**src/rtl/simon_pkg.sv**
```systemverilog
// Shared constants and types for the SIMON cipher core.
// Info-byte layout, ingress FSM states and default geometry.
package simon_pkg;

  localparam int N_DEF  = 16;
  localparam int M_DEF  = 4;
  localparam int T_DEF  = 32;
  localparam int CB_DEF = 5;

  localparam int INFO_VALID = 7;
  localparam int INFO_KEY   = 5;

  typedef enum logic [2:0] {
    S_IDLE,
    S_LOAD,
    S_WAIT_LD,
    S_WAIT_REL,
    S_DONE
  } state_e;

endpackage

```
**src/rtl/simon_data_in.sv**
```systemverilog
// SIMON ingress packet parser: captures one packet, presents it
// as a key or data block and handshakes it to the consumers.
module simon_data_in
  import simon_pkg::*;
#(
  parameter int N    = N_DEF,
  parameter int M    = M_DEF,
  parameter int T    = T_DEF,
  parameter int Cb   = CB_DEF,
  parameter int MODE = 0
) (
  input  logic                    clk,
  input  logic                    nR,
  input  logic                    newPkt,
  input  logic [1+N/2:0][7:0]     in,
  input  logic                    loadData,
  input  logic                    loadKey,
  input  logic                    doneData,
  input  logic                    doneKey,
  output logic                    loadPkt,
  output logic                    donePkt,
  output logic                    newData,
  output logic                    newKey,
  output logic [7:0]              infoIN,
  output logic [7:0]              countIN,
  output logic [1:0][N-1:0]       blockIN,
  output logic [M-1:0][N-1:0]     KEY
);

  localparam int PW = 4 * N;

  if (M * N != PW || T < 1 || Cb < 1 || MODE > 1) begin : g_bad_cfg
    $error("simon_data_in: unsupported parameter set");
  end

  state_e                 state_q, state_d;
  logic [7:0]             info_q;
  logic [7:0]             count_q;
  logic [PW-1:0]          pl_q;
  logic [M-1:0][N-1:0]    key_q;
  logic [1:0][N-1:0]      blk_q;

  logic is_key, is_valid, ld, dn;

  assign is_key   = info_q[INFO_KEY];
  assign is_valid = info_q[INFO_VALID];
  assign ld       = is_key ? loadKey : loadData;
  assign dn       = is_key ? doneKey : doneData;

  always_ff @(posedge clk or posedge nR) begin
    if (nR) begin
      state_q <= S_IDLE;
    end else begin
      state_q <= state_d;
    end
  end

  always_comb begin
    state_d = state_q;
    unique case (state_q)
      S_IDLE:     if (newPkt) state_d = S_LOAD;
      S_LOAD:     state_d = is_valid ? S_WAIT_LD : S_DONE;
      S_WAIT_LD: begin
        // abort takes priority over a simultaneous load
        if (dn)      state_d = S_DONE;
        else if (ld) state_d = S_WAIT_REL;
      end
      S_WAIT_REL: if (!ld) state_d = S_DONE;
      S_DONE:     state_d = S_IDLE;
      default:    state_d = S_IDLE;
    endcase
  end

  always_comb begin
    loadPkt = 1'b0;
    donePkt = 1'b0;
    newKey  = 1'b0;
    newData = 1'b0;
    unique case (state_q)
      S_LOAD:    loadPkt = 1'b1;
      S_WAIT_LD: begin
        newKey  = is_key;
        newData = !is_key;
      end
      S_DONE:    donePkt = 1'b1;
      default:   ;
    endcase
  end

  always_ff @(posedge clk or posedge nR) begin
    if (nR) begin
      info_q  <= '0;
      count_q <= '0;
      pl_q    <= '0;
    end else if (state_q == S_IDLE && newPkt) begin
      info_q  <= in[1+N/2];
      count_q <= in[N/2];
      pl_q    <= in[N/2-1:0];
    end
  end

  // Key/data registers change only when a valid packet of their type lands
  always_ff @(posedge clk or posedge nR) begin
    if (nR) begin
      key_q <= '0;
      blk_q <= '0;
    end else if (state_q == S_LOAD && is_valid) begin
      if (is_key) begin
        for (int i = 0; i < M; i++) begin
          key_q[M-1-i] <= pl_q[PW-1-i*N -: N];
        end
      end else begin
        blk_q[1] <= pl_q[PW-1 -: N];
        blk_q[0] <= pl_q[PW-1-N -: N];
      end
    end
  end

  assign infoIN  = info_q;
  assign countIN = count_q;
  assign blockIN = blk_q;
  assign KEY     = key_q;

endmodule

```
**config.mk**
```make
export PLATFORM = sky130hd
export DESIGN_NAME = simon_data_in
export DESIGN_NICKNAME = d
export VERILOG_FILES = /design/src/rtl/simon_pkg.sv /design/src/rtl/simon_data_in.sv
export SDC_FILE = /design/constraint.sdc
export NUM_CORES = 1
export LEC_CHECK = 0
export CORE_MARGIN = 10
export CORE_UTILIZATION = 50
export DETAILED_ROUTE_END_ITERATION = 16
export DONT_BUFFER_PORTS = 1
export PLACE_DENSITY = 0.62
export SLEW_MARGIN = 20
export SYNTH_ARGS = -nofsm -noshare
export SYNTH_HDL_FRONTEND = slang
export SYNTH_SLANG_ARGS = --single-unit
```
**constraint.sdc**
```tcl
create_clock -name clk -period 7.6 [get_ports clk]
set_input_delay 1.9 -clock clk [delete_from_list [all_inputs] [get_ports clk]]
set_output_delay 1.9 -clock clk [all_outputs]
set_load 0.01 [all_outputs]
```
==> metrics.md <==
| Metric | Value |
|---|---|
| Dpl ws | about 4 ns |
| Number of remaining DRC errors | 0 |
| Critical Path End Type | output pin |
| Worst R2R Start | state_q[0]$_DFFE_PP0P_ |
| Yosys top cell area share | around two thirds |
| Final Hold Viols | 0 |
| Area taken by multi-input logic gates | roughly 0.0022 mm² |
| Sink Count | about 180 |
| Syn_nets | approximately 480 |
| Global route overflow | 0 |
| Setup TNS | 0 ns |
| # hold bufs at CTS | 0 |
| Clock buffer count from CTS | 17 |
| WS Path Type | flop to output pin |
| Seq/Total Area, Yosys | around two thirds |
| MaxCap Viol Count | 0 |
| Placer Congestion | about 0.72 |
| Max Slew Vio Count | 0 |
| FF+latch count, synth | approximately 180 |
| Crit path max-delay family | simple AND/OR/NAND/NOR gates |
| Hold depth | 1 |
| End point of the worst hold path | KEY[29]$_DFFE_PP0P_ |
| Status | completed |
| Synth warn | 0 |
| Initial antenna violation count | 1 |
| FF-to-FF path depth | 3 |
| Area Growth Syn to Fin | 8.84% |
| CTS H-tree lvls | 4 |
| Flop2flop setup slack | 5.10 ns |
| Leading post-synthesis cells by cell area | dfrtp_1 (65%), mux2_2 (28%), clkbuf_8 (1.2%) |
| Root buf cell | clkbuf_16 |
| Rel. slew slack | between 20 and 30% |
| Post-synth ARST share | 100% |
| Synth top cells by count | dfrtp_1 (179), mux2_2 (168), buf_4 (10) |
| Slack of the critical path | about 4.2 ns |
| Count leader, synth | dfrtp_1 |
| Slew @ Worst Pin | ~1.1 ns |
| Die Y-Extent | approximately 140 µm |
| Pleak | between 0.003 and 0.004 µW |
| Req. time, crit path | 5.70 ns |
| Post-CTS Repair Setup Buffers | 0 |
| Startpoint Class | flop |
| HP Start | pl_q[29]$_DFFE_PP0P_ |
| Die W | about 140 µm |
| Synth unique cells | 23 |
| RSZ-0062 raised after global routing | false |
| Final Critical Period | between 3 and 4 ns |
| P per Cell Area | between 400 and 500 mW/mm² |
| Nets | slightly below 500 |
| Largest net degree at the start of global routing | 100 |
| Delay of the slowest critical-path stage | 0.45 ns |
| CP Cell Sequence | nand2b_1, nor3b_1 |
| Port bufs | 0 |
| I/O Pins | slightly above 200 |
| Post-Syn Area | just under 0.007 mm² |
| Clock transition at path regs | ~0.06 ns |
| Slowest-stage cell, CP | dfrtp_1 |
| Core area | ~0.013 mm² |
| Post-synthesis cell count | 397 |
| # resized after CTS | 0 |
| WL/cell | 23.6 µm |
| EDFF count, synth | 0 |
| Layout cells sized above 1 | between 50% and 60% |
| DR iter-0 viols | between 150 and 200 |
| Die area | ~0.019 mm² |
| Highest clock rate | a little under 300 MHz |
| CP bufs+invs | 0 |
| Finished Core Util | a little under three fifths |
| Vias per cell | about 5.5 |
| Rows | 42 |
| Initial Utilization | between 50% and 60% |
| Layout Skew | between 0.006 and 0.007 ns |
| Fillcell total | roughly 1100 |
| Top_reg_cell synth | dfrtp_1 |
| Worst EP arrival | approximately 1.5 ns |
| Drt pass-1 iters | 4 |
| First-pass GRT wire length | 21.1 mm |
| Vias post-DR | ~3200 |
| Tcrit/Tclk final | a little under half |
| Final setup viols | 0 |
| Area leader, netlist | dfrtp_1 |
| Worst skew pair latency | 0.41 ns |
| DP HPWL | around 9.5 mm |
| Worst R2R End | KEY[62]$_DFFE_PP0P_ |
| HP Class | flop to flop |
| Peak supply drop | 0.375 mV |
| Vias in the first global route | 3483 |
| CTS tree | done |
| Total Routing Usage GR | between 10% and 20% |
| Mean Syn Cell Area | 17.3 µm² |
| Worst-path maximum fanout | 5 |
| Total Power | approximately 3500 µW |
| WL final | between 10 and 15 mm |
| Final ANT Viol Nets | 0 |
| Register area | approximately 0.0045 mm² |
| N_diodes | 0 |
| Clk buf depth | 2 |
-- metal layers --
metal / part of all wire (%) / wire length [µm] / GRT usage, % / vias up
met2: 50 / 6920 / 23.1 / 124
met3: 12 / 1610 / 7.77 / 16
met4: 1.2 / 171 / 5.27 / 2
met1: 37 / 5100 / 17.1 / 1665
met5: 0.094 / 13 / 0 / -
li1: - / - / - / 1396
-- placed cells by master (no fill, tap or decap), drive strengths merged --
master,synthesis,layout
o21a,1,1
o22ai,1,1
dfrtp,179,179
nor3,1,1
nor4b,1,1
nand3,1,1
clkbuf,6,20
a21oi,1,1
nor2,1,1
clkinvlp,0,5
buf,15,2
inv,4,4
bufinv,0,1
nand2b,1,1
and2b,1,1
clkinv,0,6
mux2,177,177
and3b,1,1
o31ai,1,1
mux2i,2,2
nor3b,3,3
-- final cells by class --
class,count,share of cell area [%]
Multi-Input combinational cell,193,28.9
Tap cell,176,2.95
Timing Repair Buffer,2,0.201
Inverter,4,0.268
Clock buffer,20,6.12
Clock inverter,12,1.46
Sequential cell,179,60.1
-- how the worst max path moves through the flow --
stage                                start  cells after the start                       to
finish              state_q[2]$_DFFE_PP0P_                      2                   newKey
global route        state_q[2]$_DFFE_PP0P_                      2                   newKey
CTS                 state_q[2]$_DFFE_PP0P_                      2                   newKey
detailed placement                      nR                      2  blockIN[30]$_DFFE_PP0P_
global placement                        nR                      2      KEY[62]$_DFFE_PP0P_
floorplan                               nR                      1       KEY[0]$_DFFE_PP0P_
-- flip-flops by register name, summed over array words and instances, names as in the netlist --
register	count
infoIN	8
KEY	64
blockIN	32
pl_q	64
countIN	8
state_q	3
-- worst register-to-register path, cell delays in order (launching register included) --
cell	delay [ns]
dfrtp_1	0.52
nor3b_4	0.43
nand3_4	0.82
mux2_4	0.62
-- where the power goes --
part	internal, µW	switching (µW)	total, µW	leakage [µW]
sequential	1440	512	1950	0.00215
clock	468	351	819	0.000264
combinational	506	266	772	0.000823
total	2410	1130	3540	0.00323
-- per-stage QoR --
step                area [µm²]  hold WS [ns]  instances
CTS                       7460         0.498        586
detailed placement        6890         0.491        554
global route              7460         0.513        586
global placement          6890         0.484        554
floorplan                 6850         0.477        397
finish                    7460         0.494        586
-- kinds of logic (layout without fill, tap and decap cells) --
group           Yosys count  after routing  synth area share [%]
compound gates            4              4                 0.383
mux                     179            179                  29.7
flops                   179            179                  65.4
simple gates             10             10                  1.35
buf+inv                  25             38                  3.25
Power figures use the tool's default switching activity.
